[src/rtl/polynomial_pkg.sv]
// -----------------------------------------------------------------------------
// polynomial_pkg
//   Shared definitions for the Polynomial3 coefficient channel.
//   - POLY_SEL_*   : field-select codes used by the legacy staging write bus.
//   - POLY_*_W     : field widths of the Polynomial3 record.
//   - Polynomial3  : the packed record carried on the ESI channel, matching the
//                    shared schema (a: 32-bit, b: 5-bit, c: 8-bit, unsigned).
// -----------------------------------------------------------------------------
package polynomial_pkg;

  localparam logic [1:0] POLY_SEL_A    = 2'd0;
  localparam logic [1:0] POLY_SEL_B    = 2'd1;
  localparam logic [1:0] POLY_SEL_C    = 2'd2;
  localparam logic [1:0] POLY_SEL_RSVD = 2'd3;

  localparam int POLY_A_W = 32;
  localparam int POLY_B_W = 5;
  localparam int POLY_C_W = 8;

  typedef struct packed {
    logic [POLY_A_W-1:0] a;
    logic [POLY_B_W-1:0] b;
    logic [POLY_C_W-1:0] c;
  } Polynomial3;

endpackage

[src/rtl/ipolynomial3_valid_ready.sv]
// -----------------------------------------------------------------------------
// IPolynomial3ValidReady
//   ESI valid/ready channel carrying one Polynomial3 per transfer.
//   A transfer happens on any clock edge where valid && ready.
//   Modports:
//     Source : drives valid and data, observes ready.
//     Sink   : observes valid and data, drives ready.
// -----------------------------------------------------------------------------
interface IPolynomial3ValidReady;
  import polynomial_pkg::*;

  logic       valid;
  logic       ready;
  Polynomial3 data;

  modport Source (output valid, output data, input ready);
  modport Sink   (input valid, input data, output ready);

endinterface

[src/rtl/esi_sync_fifo.sv]
// -----------------------------------------------------------------------------
// esi_sync_fifo
//   Single-clock FIFO intended to sit behind an ESI valid/ready source.
//   Pointers carry one extra wrap bit so full and empty are distinguished
//   without a separate counter. The head entry is presented combinationally
//   from registered state only (no path from push to head/empty).
//
//   Parameters:
//     T      : entry type (any packed type)
//     DEPTH  : number of entries, power of two, >= 2
//   Ports:
//     clk        : clock, posedge
//     rst        : asynchronous active-high reset
//     push       : write push_data this cycle (ignored when full unless popping)
//     push_data  : entry to write
//     pop        : remove the head entry this cycle (ignored when empty)
//     head       : current head entry, zero while empty
//     level      : current occupancy, 0..DEPTH
//     full       : level == DEPTH
//     empty      : level == 0
// -----------------------------------------------------------------------------
module esi_sync_fifo #(
  parameter type T     = logic [7:0],
  parameter int  DEPTH = 4
) (
  input  logic                       clk,
  input  logic                       rst,
  input  logic                       push,
  input  T                           push_data,
  input  logic                       pop,
  output T                           head,
  output logic [$clog2(DEPTH+1)-1:0] level,
  output logic                       full,
  output logic                       empty
);

  localparam int AW = $clog2(DEPTH);
  localparam int PW = AW + 1;
  localparam int LW = $clog2(DEPTH+1);

  logic [PW-1:0] wr_ptr;
  logic [PW-1:0] rd_ptr;
  T              mem [DEPTH];

  logic do_push;
  logic do_pop;

  // Full: same slot index but the wrap bits differ (writer is one lap ahead).
  assign empty = (wr_ptr == rd_ptr);
  assign full  = (wr_ptr[AW] != rd_ptr[AW]) &&
                 (wr_ptr[AW-1:0] == rd_ptr[AW-1:0]);
  assign level = LW'(wr_ptr - rd_ptr);

  // A push into a full FIFO is still legal when the head leaves on the same
  // edge: the freed slot is exactly the one the write pointer lands on.
  assign do_pop  = pop && !empty;
  assign do_push = push && (!full || do_pop);

  // NOTE: sequential state uses non-blocking assignments so every register
  // samples the pre-edge values of its neighbours, independent of block order.
  always_ff @(posedge clk or posedge rst) begin
    if (rst) begin
      wr_ptr <= '0;
      rd_ptr <= '0;
    end else begin
      if (do_push) wr_ptr <= wr_ptr + PW'(1);
      if (do_pop)  rd_ptr <= rd_ptr + PW'(1);
    end
  end

  // NOTE: the storage array is deliberately not reset; only the pointers are.
  // Stale entries are unreachable after reset because the FIFO reads empty,
  // and head is forced to zero while empty.
  always_ff @(posedge clk) begin
    if (do_push) mem[wr_ptr[AW-1:0]] <= push_data;
  end

  assign head = empty ? T'('0) : mem[rd_ptr[AW-1:0]];

endmodule

[src/rtl/polynomial3_coeff_source.sv]
// -----------------------------------------------------------------------------
// polynomial3_coeff_source
//   Producer end of the IPolynomial3ValidReady channel. Control logic writes
//   the a/b/c coefficients one field at a time into staging registers and then
//   commits; each commit snapshots the staged record into a small FIFO that
//   drains onto the ESI source toward a Polynomial3 compute sink.
//
//   Parameters:
//     DEPTH : FIFO entries, power of two, >= 2
//     WR_W  : width of the legacy write-data bus
//   Ports:
//     clk          : clock, posedge
//     rst          : asynchronous active-high reset
//     wr_en        : write the field chosen by wr_sel this cycle
//     wr_sel       : 0=a, 1=b, 2=c, 3=reserved (no effect)
//     wr_data      : field value, low-order bits used
//     commit       : push the staged {a,b,c} (including a same-cycle write)
//     clr_overflow : clear the sticky overflow flag (a same-cycle drop wins)
//     abc          : ESI source (valid/data out, ready in)
//     level        : FIFO occupancy
//     full         : level == DEPTH
//     overflow     : sticky, a commit was dropped because the FIFO was full
// -----------------------------------------------------------------------------
module polynomial3_coeff_source
  import polynomial_pkg::*;
#(
  parameter int DEPTH = 4,
  parameter int WR_W  = 32
) (
  input  logic                        clk,
  input  logic                        rst,
  input  logic                        wr_en,
  input  logic [1:0]                  wr_sel,
  input  logic [WR_W-1:0]             wr_data,
  input  logic                        commit,
  input  logic                        clr_overflow,
  IPolynomial3ValidReady.Source       abc,
  output logic [$clog2(DEPTH+1)-1:0]  level,
  output logic                        full,
  output logic                        overflow
);

  // Widen the write bus so every field can take its low bits even when WR_W
  // is narrower than a field; the extra top bit keeps the discarded slice
  // non-empty for any WR_W.
  localparam int EXT_W = (WR_W > POLY_A_W) ? WR_W : POLY_A_W + 1;

  logic [EXT_W-1:0] wr_ext;
  logic             unused_wr_bits;

  assign wr_ext         = EXT_W'(wr_data);
  assign unused_wr_bits = ^wr_ext[EXT_W-1:POLY_A_W];

  Polynomial3 staged;
  Polynomial3 push_data;

  logic                       fifo_full;
  logic                       fifo_empty;
  logic [$clog2(DEPTH+1)-1:0] fifo_level;
  Polynomial3                 fifo_head;

  logic fifo_valid;
  logic pop;
  logic push_ok;
  logic drop;

  // Write-through bypass: the record pushed on a commit already carries a
  // field written in the same cycle. The same value is what the staging
  // registers load, so one mux serves both.
  // NOTE: every always_comb output gets its default first so no path leaves
  // it unassigned, which would otherwise infer a latch.
  always_comb begin
    push_data = staged;
    if (wr_en) begin
      unique case (wr_sel)
        POLY_SEL_A: push_data.a = wr_ext[POLY_A_W-1:0];
        POLY_SEL_B: push_data.b = wr_ext[POLY_B_W-1:0];
        POLY_SEL_C: push_data.c = wr_ext[POLY_C_W-1:0];
        default:    ;
      endcase
    end
  end

  always_ff @(posedge clk or posedge rst) begin
    if (rst) begin
      staged <= '0;
    end else if (wr_en && (wr_sel != POLY_SEL_RSVD)) begin
      staged <= push_data;
    end
  end

  // Valid comes only from FIFO occupancy, so commit never reaches valid
  // combinationally; ready is meaningless while nothing is offered.
  assign fifo_valid = !fifo_empty;
  assign pop        = fifo_valid && abc.ready;

  // A commit into a full FIFO survives only if the head leaves this edge.
  assign push_ok = commit && (!fifo_full || pop);
  assign drop    = commit && fifo_full && !pop;

  always_ff @(posedge clk or posedge rst) begin
    if (rst) begin
      overflow <= 1'b0;
    end else if (drop) begin
      overflow <= 1'b1;
    end else if (clr_overflow) begin
      overflow <= 1'b0;
    end
  end

  esi_sync_fifo #(
    .T     (Polynomial3),
    .DEPTH (DEPTH)
  ) u_fifo (
    .clk       (clk),
    .rst       (rst),
    .push      (push_ok),
    .push_data (push_data),
    .pop       (pop),
    .head      (fifo_head),
    .level     (fifo_level),
    .full      (fifo_full),
    .empty     (fifo_empty)
  );

  assign abc.valid = fifo_valid;
  assign abc.data  = fifo_head;
  assign level     = fifo_level;
  assign full      = fifo_full;

endmodule

[src/flat_wrapper.sv]
// flat-port wrapper written by rule: the top's interface ports become plain ports
module polynomial3_coeff_source_flat import polynomial_pkg::*;
#(
  parameter int DEPTH = 4,
  parameter int WR_W  = 32
)
  (clk, rst, wr_en, wr_sel, wr_data, commit, clr_overflow, level, full, overflow, abc_valid, abc_data, abc_ready);
  IPolynomial3ValidReady abc_i ();
  input  logic clk;
  input  logic rst;
  input  logic wr_en;
  input  logic [1:0] wr_sel;
  input  logic [WR_W-1:0] wr_data;
  input  logic commit;
  input  logic clr_overflow;
  output logic [$clog2(DEPTH+1)-1:0] level;
  output logic full;
  output logic overflow;
  output wire logic [$bits(abc_i.valid)-1:0] abc_valid;
  output wire logic [$bits(abc_i.data)-1:0] abc_data;
  input wire logic [$bits(abc_i.ready)-1:0] abc_ready;
  assign abc_valid = abc_i.valid;
  assign abc_data = abc_i.data;
  assign abc_i.ready = abc_ready;
  polynomial3_coeff_source #(.DEPTH(DEPTH), .WR_W(WR_W)) u_core (.clk(clk), .rst(rst), .wr_en(wr_en), .wr_sel(wr_sel), .wr_data(wr_data), .commit(commit), .clr_overflow(clr_overflow), .abc(abc_i), .level(level), .full(full), .overflow(overflow));
endmodule
[config.mk]
export PLATFORM = sky130hd
export DESIGN_NAME = polynomial3_coeff_source_flat
export DESIGN_NICKNAME = d
export VERILOG_FILES = /design/src/rtl/polynomial_pkg.sv /design/src/rtl/ipolynomial3_valid_ready.sv /design/src/rtl/esi_sync_fifo.sv /design/src/rtl/polynomial3_coeff_source.sv /design/src/flat_wrapper.sv
export SDC_FILE = /design/constraint.sdc
export NUM_CORES = 1
export LEC_CHECK = 0
export CAP_MARGIN = 20
export CORE_MARGIN = 3
export CORE_UTILIZATION = 52
export CTS_CLUSTER_SIZE = 14
export DETAILED_ROUTE_END_ITERATION = 12
export GPL_ROUTABILITY_DRIVEN = 0
export PLACE_DENSITY = 0.76
export SLEW_MARGIN = 20
export SYNTH_ARGS = -nofsm -noshare
export SYNTH_HDL_FRONTEND = slang
export SYNTH_SLANG_ARGS = --single-unit
[constraint.sdc]
create_clock -name clk -period 2.9 [get_ports clk]
set_input_delay 0.58 -clock clk [delete_from_list [all_inputs] [get_ports clk]]
set_output_delay 0.58 -clock clk [all_outputs]
set_load 0.05 [all_outputs]
==> summary.txt <==
Initial Utilization: 53.9%
TritonCTS Buffers: 23
Multi-input gate area: 0.00290 mm^2
crit end category: primary output
Final TNS setup: 0 ns
CTS tree: built
via count: 4651
layout overhead on the synthesized area: 18.6%
syn_area_per_cell: 20.4 um^2
worst skew pair latency: 0.50 ns
Post-synth EDFFs: 180
Total GRT Usage: 17.9%
full die area: 0.0206 mm^2
initial DRC count: 242
area of the core: 0.0183 mm^2
routed wl met2: 9290 um
Top FF cell, synth: edfxtp_1
max layer used: met4
initial antenna violation count: 0
fin crit share: 97.1%
vias in the first global route: 5051
Reg clk slew, reported paths: 0.06 ns
dpl hpwl: 10100 um
minimum clock period after layout: 2.82 ns
fin nets: 637
Final Util: 64.0%
max-cap violations: 0
WP buf/inv: 3
fmax: 0.355 GHz
most frequent cells after synthesis: edfxtp_1 (180), mux2_2 (91), dfrtp_1 (52)
Seq cells post-synth: 232
Die H: 144 um
Post-route DRC: 0
crit path DAT: 2.24 ns
crit path kind: reg -> out
CP top delay family: buffers and inverters
CTS H-Tree Depth: 1
Routed WL: 18000 um
# IOs: 91
Reg area: 0.00671 mm^2
status: finished, final reports clean
largest net degree at the start of global routing: 65
worst slew pin tran: 0.635 ns
Die Wd: 144 um
Critical-path top delay cell: dfrtp_4
Avg WL per Cell: 21.6 um
met3 WL post-DR: 645 um
RSZ-0062 raised after global routing: false
CTS root buffer: clkbuf_16
CP Launch Type: register
reg-to-reg endpoint: u_core.u_fifo.mem[3][1]$_DFFE_PP_
layout cells sized above 1: 47.2%
Rows: 49
YS warnings: 0
FF-to-FF Start: u_core.u_fifo.rd_ptr[0]$_DFFE_PP0P_
cell with the most instances after synthesis: edfxtp_1
Seq/Total Area, Yosys: 68.1%
Worst EP required: 2.32 ns
IO buf count: 90
grt ovf: 0
max-slew violation count: 0
CTS Sinks: 232
Final Skew: 0.0150 ns
Yosys top cell area share: 54.9%
FF-to-FF path depth: 5
main area contributors after synthesis: edfxtp_1 (55%), dfrtp_1 (13%), mux2_2 (10%)
Met1 Routed Length: 7680 um
reg-to-reg slack, setup: 0.78 ns
# diodes: 0
Max-slew headroom: 57.6%
Hold WC Path Type: in -> async
share of flip-flops with an asynchronous set or reset: 22.4%
Hold Vio Cnt, Final: 0
synth unique cells: 31
antenna violation net count after detailed routing: 0
CP peak stage delay: 0.50 ns
Synth area leader: edfxtp_1
Syn Inst Count: 483
Top cell by count, worst path: nor2b_4
first-pass GRT wire length: 28200 um
DR vias/cell: 5.57
worst-path cell chain: ha_2, nand2_4, nor2b_4, buf_12, buf_16, nor2b_4, buf_4
setup violators final: 0
synthesized cell area: 0.00985 mm^2
total iterations of the first detailed-routing run: 4
critical path peak fanout: 17
syn_nets: 531
Layout fillers: 1229
Bufs on Longest Clock Path: 3
## cell type report
class,instances,share of cell area (%)
clock buffers,38,5.58
clock inverters,4,0.225
inverters,10,0.321
multi-input cells,217,24.8
flip-flops and latches,232,57.4
well taps,229,2.45
repair buffers,105,9.23
## state kept, by name, summed over array words and instances (netlist names)
| signal | count |
|---|---|
| u_core.staged | 45 |
| u_core.overflow | 1 |
| u_core.u_fifo.mem | 180 |
| u_core.u_fifo.rd_ptr | 3 |
| u_core.u_fifo.wr_ptr | 3 |
## worst max-delay path by stage
stage                                              from                                 end  slack (ns)  cells after the start
floorplan           u_core.u_fifo.rd_ptr[1]$_DFFE_PP0P_                         abc_data[0]        0.05                      8
global placement                                  wr_en  u_core.u_fifo.mem[2][25]$_DFFE_PP_        0.50                      4
detailed placement  u_core.u_fifo.wr_ptr[0]$_DFFE_PP0P_                         abc_data[3]        0.40                      7
CTS                 u_core.u_fifo.wr_ptr[0]$_DFFE_PP0P_                         abc_data[2]       0.001                      8
global route        u_core.u_fifo.rd_ptr[0]$_DFFE_PP0P_                        abc_data[44]        0.01                      7
finish              u_core.u_fifo.rd_ptr[0]$_DFFE_PP0P_                        abc_data[41]        0.08                      7
## routing by layer
| metal | vias to the layer above | global-route usage, % |
|---|---|---|
| met5 | - | 0 |
| met1 | 2403 | 24.1 |
| met2 | 106 | 31.0 |
| li1 | 2107 | - |
| met3 | 35 | 2.43 |
| met4 | 0 | 5.00 |
## cells by family (layout without fill, tap and decap cells)
family	count (synthesis)	count (layout)	synth area share, %
DFF	232	232	68.1
muxes	137	137	20.8
and+or+nand+nor	63	63	6.37
buffers and inverters	34	157	2.73
adders and majority gates	8	8	1.09
AOI/OAI and AO/OA	5	5	0.470
xor gates and xnor gates	4	4	0.432
## metrics by stage
step                      hold slack, ns  instance area (um^2)  worst slack (ns)  std cells
final                              0.485                 11700            0.0850        835
after floorplan                    0.474                  9860            0.0546        483
after detailed placement           0.488                 10900             0.401        790
after global routing               0.500                 11700            0.0145        835
after CTS                          0.504                 11700           0.00128        834
after global placement             0.482                 10900             0.499        790
## placed cells by master (no fill, tap or decap), drive strengths merged, types with 2 or more instances in the layout
master	synthesis	routed
dfrtp	52	52
nor3b	2	2
nand2	4	4
nor2	3	3
clkdlybuf4s50	0	40
inv	10	11
buf	23	65
and3	4	4
xnor2	4	4
edfxtp	180	180
clkinv	0	2
nor2b	46	46
clkbuf	1	38
mux2	92	92
mux4	45	45
ha	7	7
nand3b	2	2
## repair_timing
item | in CTS | in global routing
hold endpoints to repair | 0 | 0
setup endpoints to repair | 46 | 46
resized for setup | 4 | 2
setup buffers | 1 | 1
hold buffers | 0 | 0
cloned | 1 | 0
Power is not shown: default switching activity piles up to over one toggle a cycle in this logic, so the estimate is an artifact.
